$ cat config.mk
export PLATFORM = sky130hd
export DESIGN_NAME = serial_magnitude_comparator
export DESIGN_NICKNAME = d
export VERILOG_FILES = /design/src/rtl/serial_magnitude_comparator.sv
export SDC_FILE = /design/constraint.sdc
export NUM_CORES = 1
export LEC_CHECK = 0
export ABC_AREA = 0
export CORE_AREA = 5 5 70 59
export DETAILED_ROUTE_END_ITERATION = 16
export DIE_AREA = 0 0 75 64
export MAX_ROUTING_LAYER = met4
export PLACE_DENSITY_LB_ADDON = 0.3
export SLEW_MARGIN = 15
export SYNTH_ARGS = -nofsm -noshare
export SYNTH_HDL_FRONTEND = slang
export SYNTH_SLANG_ARGS = --single-unit
$ cat constraint.sdc
create_clock -name clk -period 3.1 [get_ports clk]
set_clock_uncertainty 0.1 [all_clocks]
set_input_delay 0.62 -clock clk [delete_from_list [all_inputs] [get_ports clk]]
set_output_delay 0.62 -clock clk [all_outputs]
set_load 0.02 [all_outputs]
$ cat src/rtl/serial_magnitude_comparator.sv
// Multi-cycle MSB-first magnitude comparator, STEP bits per cycle, signed or unsigned.
// Stops at the first differing chunk and reports one-hot eq/lt/gt with a done pulse.
module serial_magnitude_comparator #(
  parameter int unsigned WIDTH = 8,
  parameter int unsigned STEP  = 1
) (
  input  logic             clk,
  input  logic             reset,
  input  logic             start,
  input  logic             signed_mode,
  input  logic [WIDTH-1:0] a,
  input  logic [WIDTH-1:0] b,
  output logic             busy,
  output logic             done,
  output logic             eq,
  output logic             lt,
  output logic             gt
);

  localparam int unsigned N    = WIDTH / STEP;
  localparam int unsigned IDXW = (N > 1) ? $clog2(N) : 1;

  if (WIDTH < 1 || STEP < 1 || (WIDTH % STEP) != 0) begin : g_bad_params
    $error("serial_magnitude_comparator: WIDTH must be >= 1 and a multiple of STEP");
  end

  typedef enum logic [1:0] {
    IDLE,
    SCAN,
    DONE
  } state_t;

  state_t            state;
  state_t            state_next;
  logic [WIDTH-1:0]  ra;
  logic [WIDTH-1:0]  rb;
  logic [IDXW-1:0]   idx;
  logic [WIDTH-1:0]  ra_sh;
  logic [WIDTH-1:0]  rb_sh;
  logic [STEP-1:0]   ra_chunk;
  logic [STEP-1:0]   rb_chunk;
  logic              chunk_diff;
  logic              chunk_lt;
  logic              last_chunk;

  always_comb begin
    ra_sh      = ra >> (STEP * 32'(idx));
    rb_sh      = rb >> (STEP * 32'(idx));
    ra_chunk   = ra_sh[STEP-1:0];
    rb_chunk   = rb_sh[STEP-1:0];
    chunk_diff = (ra_chunk != rb_chunk);
    chunk_lt   = (ra_chunk < rb_chunk);
    last_chunk = (idx == '0);
  end

  always_ff @(posedge clk) begin
    if (reset) state <= IDLE;
    else       state <= state_next;
  end

  always_comb begin
    state_next = state;
    case (state)
      IDLE:    if (start) state_next = SCAN;
      SCAN:    if (chunk_diff || last_chunk) state_next = DONE;
      DONE:    state_next = IDLE;
      default: state_next = IDLE;
    endcase
  end

  always_comb begin
    busy = (state != IDLE);
    done = (state == DONE);
  end

  // Signed operands are stored offset-binary (MSB flipped) so the scan is always unsigned.
  always_ff @(posedge clk) begin
    if (reset) begin
      ra  <= '0;
      rb  <= '0;
      idx <= '0;
      eq  <= 1'b0;
      lt  <= 1'b0;
      gt  <= 1'b0;
    end else begin
      case (state)
        IDLE: begin
          if (start) begin
            ra           <= a;
            rb           <= b;
            ra[WIDTH-1]  <= a[WIDTH-1] ^ signed_mode;
            rb[WIDTH-1]  <= b[WIDTH-1] ^ signed_mode;
            idx          <= IDXW'(N - 1);
            eq           <= 1'b0;
            lt           <= 1'b0;
            gt           <= 1'b0;
          end
        end
        SCAN: begin
          if (chunk_diff) begin
            lt <= chunk_lt;
            gt <= !chunk_lt;
          end else if (last_chunk) begin
            eq <= 1'b1;
          end else begin
            idx <= idx - 1'b1;
          end
        end
        default: ;
      endcase
    end
  end

endmodule
==> qor.csv <==
stage,metric,value,unit
power,p_leak,0.514,nW
cts,cts_max_level,1,
route,top_layer,met4,
route,wl_per_cell,12.7,um
logic_synthesis,ys_warn_count,0,
setup_path,path_class,flop to flop,
logic_synthesis,ys_ff_latch,24,
logic_synthesis,synthAdderAreaFrac,3.34,%
die,core,0.00335,mm2
placement,dp_hpwl,1720,um
run_status,status,"complete, no violations",
timing,rsz0062_at_grt,no,
die,die_width,75,um
power,clock_power_share,22.7,%
power,intPower,0.541,mW
power,seqPwrFrac,49.0,%
power,ir_drop,0.190,mV
logic_synthesis,synth_compound_area_share,16.1,%
die,die_h,64,um
logic_synthesis,syn_area,0.00112,mm2
logic_synthesis,synth_cell_types,30,
cts,cts_sinks,24,
logic_synthesis,yosys.area_share.simple,19.0,%
cts,cts_resized,0,
route,routed_wl,2310,um
cts,cts_root_buffer,clkbuf_8,
power,p_comb_share,28.4,%
global_routing,grt_pass1_vias,903,
setup_path,worst-endpoint-arrival,2.50,ns
setup_path,required,3.15,ns
logic_synthesis,synth_nets,147,
timing,fin_crit_sh,79.0,%
worst_hold_path,hold_path_class,flop to flop,
timing,slew_headroom,42.1,%
logic_synthesis,syn_avg_cell_area,9.06,um2
logic_synthesis,synth.area.top_cells,"dfxtp_1 (43%), nand2_1 (10%), mux4_2 (8.0%)",
logic_synthesis,synth_top_cell_area_share,42.8,%
route,antenna_left,0,
logic_synthesis,synth_top_family_by_area,simple AND/OR/NAND/NOR gates,
timing,report.final.setup_viol,0,
power,p_sw_share,30.4,%
route,drc,0,
cts,insertion_delay,0.26,ns
cts,clockBufferDepth,2,
power,power,0.776,mW
job,cap_violations,0,
power,p_per_area,556,mW/mm2
route,vias,897,
cts,ctsHoldBuffers,0,
timing,finalSetupTns,0,ns
timing,finalHoldViolCount,0,
setup_path,worstSetupEndpointType,flop,
global_routing,grt_max_degree,27,
die,die_area,0.00480,mm2
setup_path,cp-start-kind,flop,
setup_path,crit_fanout,6,
logic_synthesis,yosysTopAreaCell,dfxtp_1,
global_routing,globalRoute.totalOverflow,0,
logic_synthesis,synth_mux_area_share,8.91,%
cts,cts_tree,done,
route,first_pass_iters,4,
logic_synthesis,synth_xor_area_share,1.56,%
die,row_count,19,
cts,clk_pin_slew,0.08,ns
placement,io_buffer_count,24,
placement,place.gp.congestion,0.806,
global_routing,grt_pass1_wl,4020,um
finish,drive_gt1_share,7.86,%
route,wl_met3,121,um
cts,post_cts_buffers,0,
route,met1_length,1100,um
cts,numCtsBuffers,3,
finish,synthToLayoutAreaGrowth,24.3,%
finish,diodes,0,
power,power_switching,0.236,mW
finish,nets,165,
global_routing,grt_antenna_before_repair,0,
timing,period_needed,2.45,ns
route,drt-vias-per-instance,4.93,
timing,tightest_slew,0.865,ns
route,drt_iter0_drc,47,
timing,slew_viol_final,0,
die,io_pins,25,
logic_synthesis,netlist_instances,124,
logic_synthesis,ys_seq_area_share,42.8,%
global_routing,grtUsageTotal,10.8,%
timing,max_freq,0.408,GHz
route,met2_wirelength,1080,um
die,initial_core_util,33.5,%
-- registers in the layout, indices dropped and copies added (netlist names) --
| signal | cells |
|---|---|
| ra | 8 |
| rb | 8 |
| idx | 3 |
| state | 2 |
| eq | 1 |
| gt | 1 |
| lt | 1 |
-- cells in the final DEF (no fill, tap or decap), types with 2 or more instances in the layout --
| master | netlist | routed |
|---|---|---|
| or3b_1 | 2 | 2 |
| clkbuf_8 | 0 | 3 |
| xnor2_1 | 2 | 2 |
| a31oi_1 | 2 | 2 |
| mux4_2 | 4 | 4 |
| clkdlybuf4s50_1 | 0 | 24 |
| dfxtp_1 | 24 | 24 |
| nor2b_1 | 2 | 2 |
| inv_1 | 5 | 5 |
| ha_1 | 3 | 3 |
| nor2_1 | 4 | 4 |
| a211oi_1 | 3 | 3 |
| a21oi_1 | 14 | 14 |
| a311oi_1 | 3 | 3 |
| nand2_1 | 31 | 31 |
-- area by class of cell --
| cell class | instances | area, um2 |
|---|---|---|
| inverters | 5 | 18.8 |
| well taps | 42 | 52.6 |
| fillers | 333 | 1960 |
| multi-input cells | 83 | 556 |
| flip-flops and latches | 24 | 480 |
| repair buffers | 25 | 248 |
| clock buffers | 3 | 41.3 |
-- cells in the mapped netlist --
cell type and instances:
buf_2 5, a31oi_1 2, nor3_1 1, and3b_1 1
a21oi_1 14, inv_1 5, buf_6 3, a32oi_2 1
ha_1 3, o31ai_1 1, a311oi_1 3, nand2_1 31
nand2b_1 1, mux4_2 4, or2_2 1, clkbuf_1 3
nand4b_1 1, nor2b_1 2, xnor2_1 2, a211o_1 1
a211oi_1 3, or3b_1 2, o41ai_1 1, nor3b_1 1
dfxtp_1 24, a2111oi_0 1, nor2_1 4, mux2i_1 1
nor4bb_1 1, buf_1 1
-- layer usage --
metal	GRT usage (%)	up-vias
met2	16.4	19
met4	2.67	0
met5	-	-
met3	2.51	2
met1	14.3	414
li1	-	462
-- cells by family (layout without fill, tap and decap cells) --
kind of cell             count (synthesis)  in the layout
AO/OA/AOI/OAI                           27             27
XOR/XNOR                                 2              2
adder cells (fa/ha/maj)                  3              3
buffers and inverters                   17             33
flip-flops                              24             24
multiplexers                             5              5
AND/OR/NAND/NOR                         46             46
-- power by group through the flow --
stage / combinational (mW) / sequential [mW] / clock (mW)
3_3_place_gp: 0.213 / 0.386 / 0
3_5_place_dp: 0.221 / 0.388 / 0
4_1_cts: 0.223 / 0.381 / 0.184
2_1_floorplan: 0.182 / 0.365 / 0
6_report: 0.220 / 0.380 / 0.176
5_1_grt: 0.247 / 0.387 / 0.195
-- critical path, cell delays in order, from the launching register on --
cell and delay, ns:
dfxtp_1 0.52, mux4_2 0.54, nand2_1 0.09, nand2_1 0.05, ha_1 0.35, and3b_1 0.31
a211oi_1 0.11, a311oi_1 0.27
-- path summary, 6_finish.rpt --
path              startpoint      to  slack (ns)  cells past startpoint
hold reg to reg        ra[0]   ra[0]        0.36                      2
setup / recovery      idx[1]  idx[1]        0.65                      7
hold / removal         ra[0]   ra[0]        0.36                      2
setup reg to reg      idx[1]  idx[1]        0.65                      7
-- through the flow --
stage / cell area (um2) / setup WS, ns / hold WS, ns / utilization [%] / instances
after floorplan: 1120 / 0.833 / 0.333 / - / 124
after global placement: 1360 / 0.739 / 0.345 / 40.4 / 179
after detailed placement: 1360 / 0.664 / 0.351 / 40.4 / 179
after CTS: 1400 / 0.638 / 0.364 / 41.7 / 182
after global routing: 1400 / 0.474 / 0.386 / 41.7 / 182
final: 1400 / 0.652 / 0.363 / 41.7 / 182
Power figures use the tool's default switching activity.
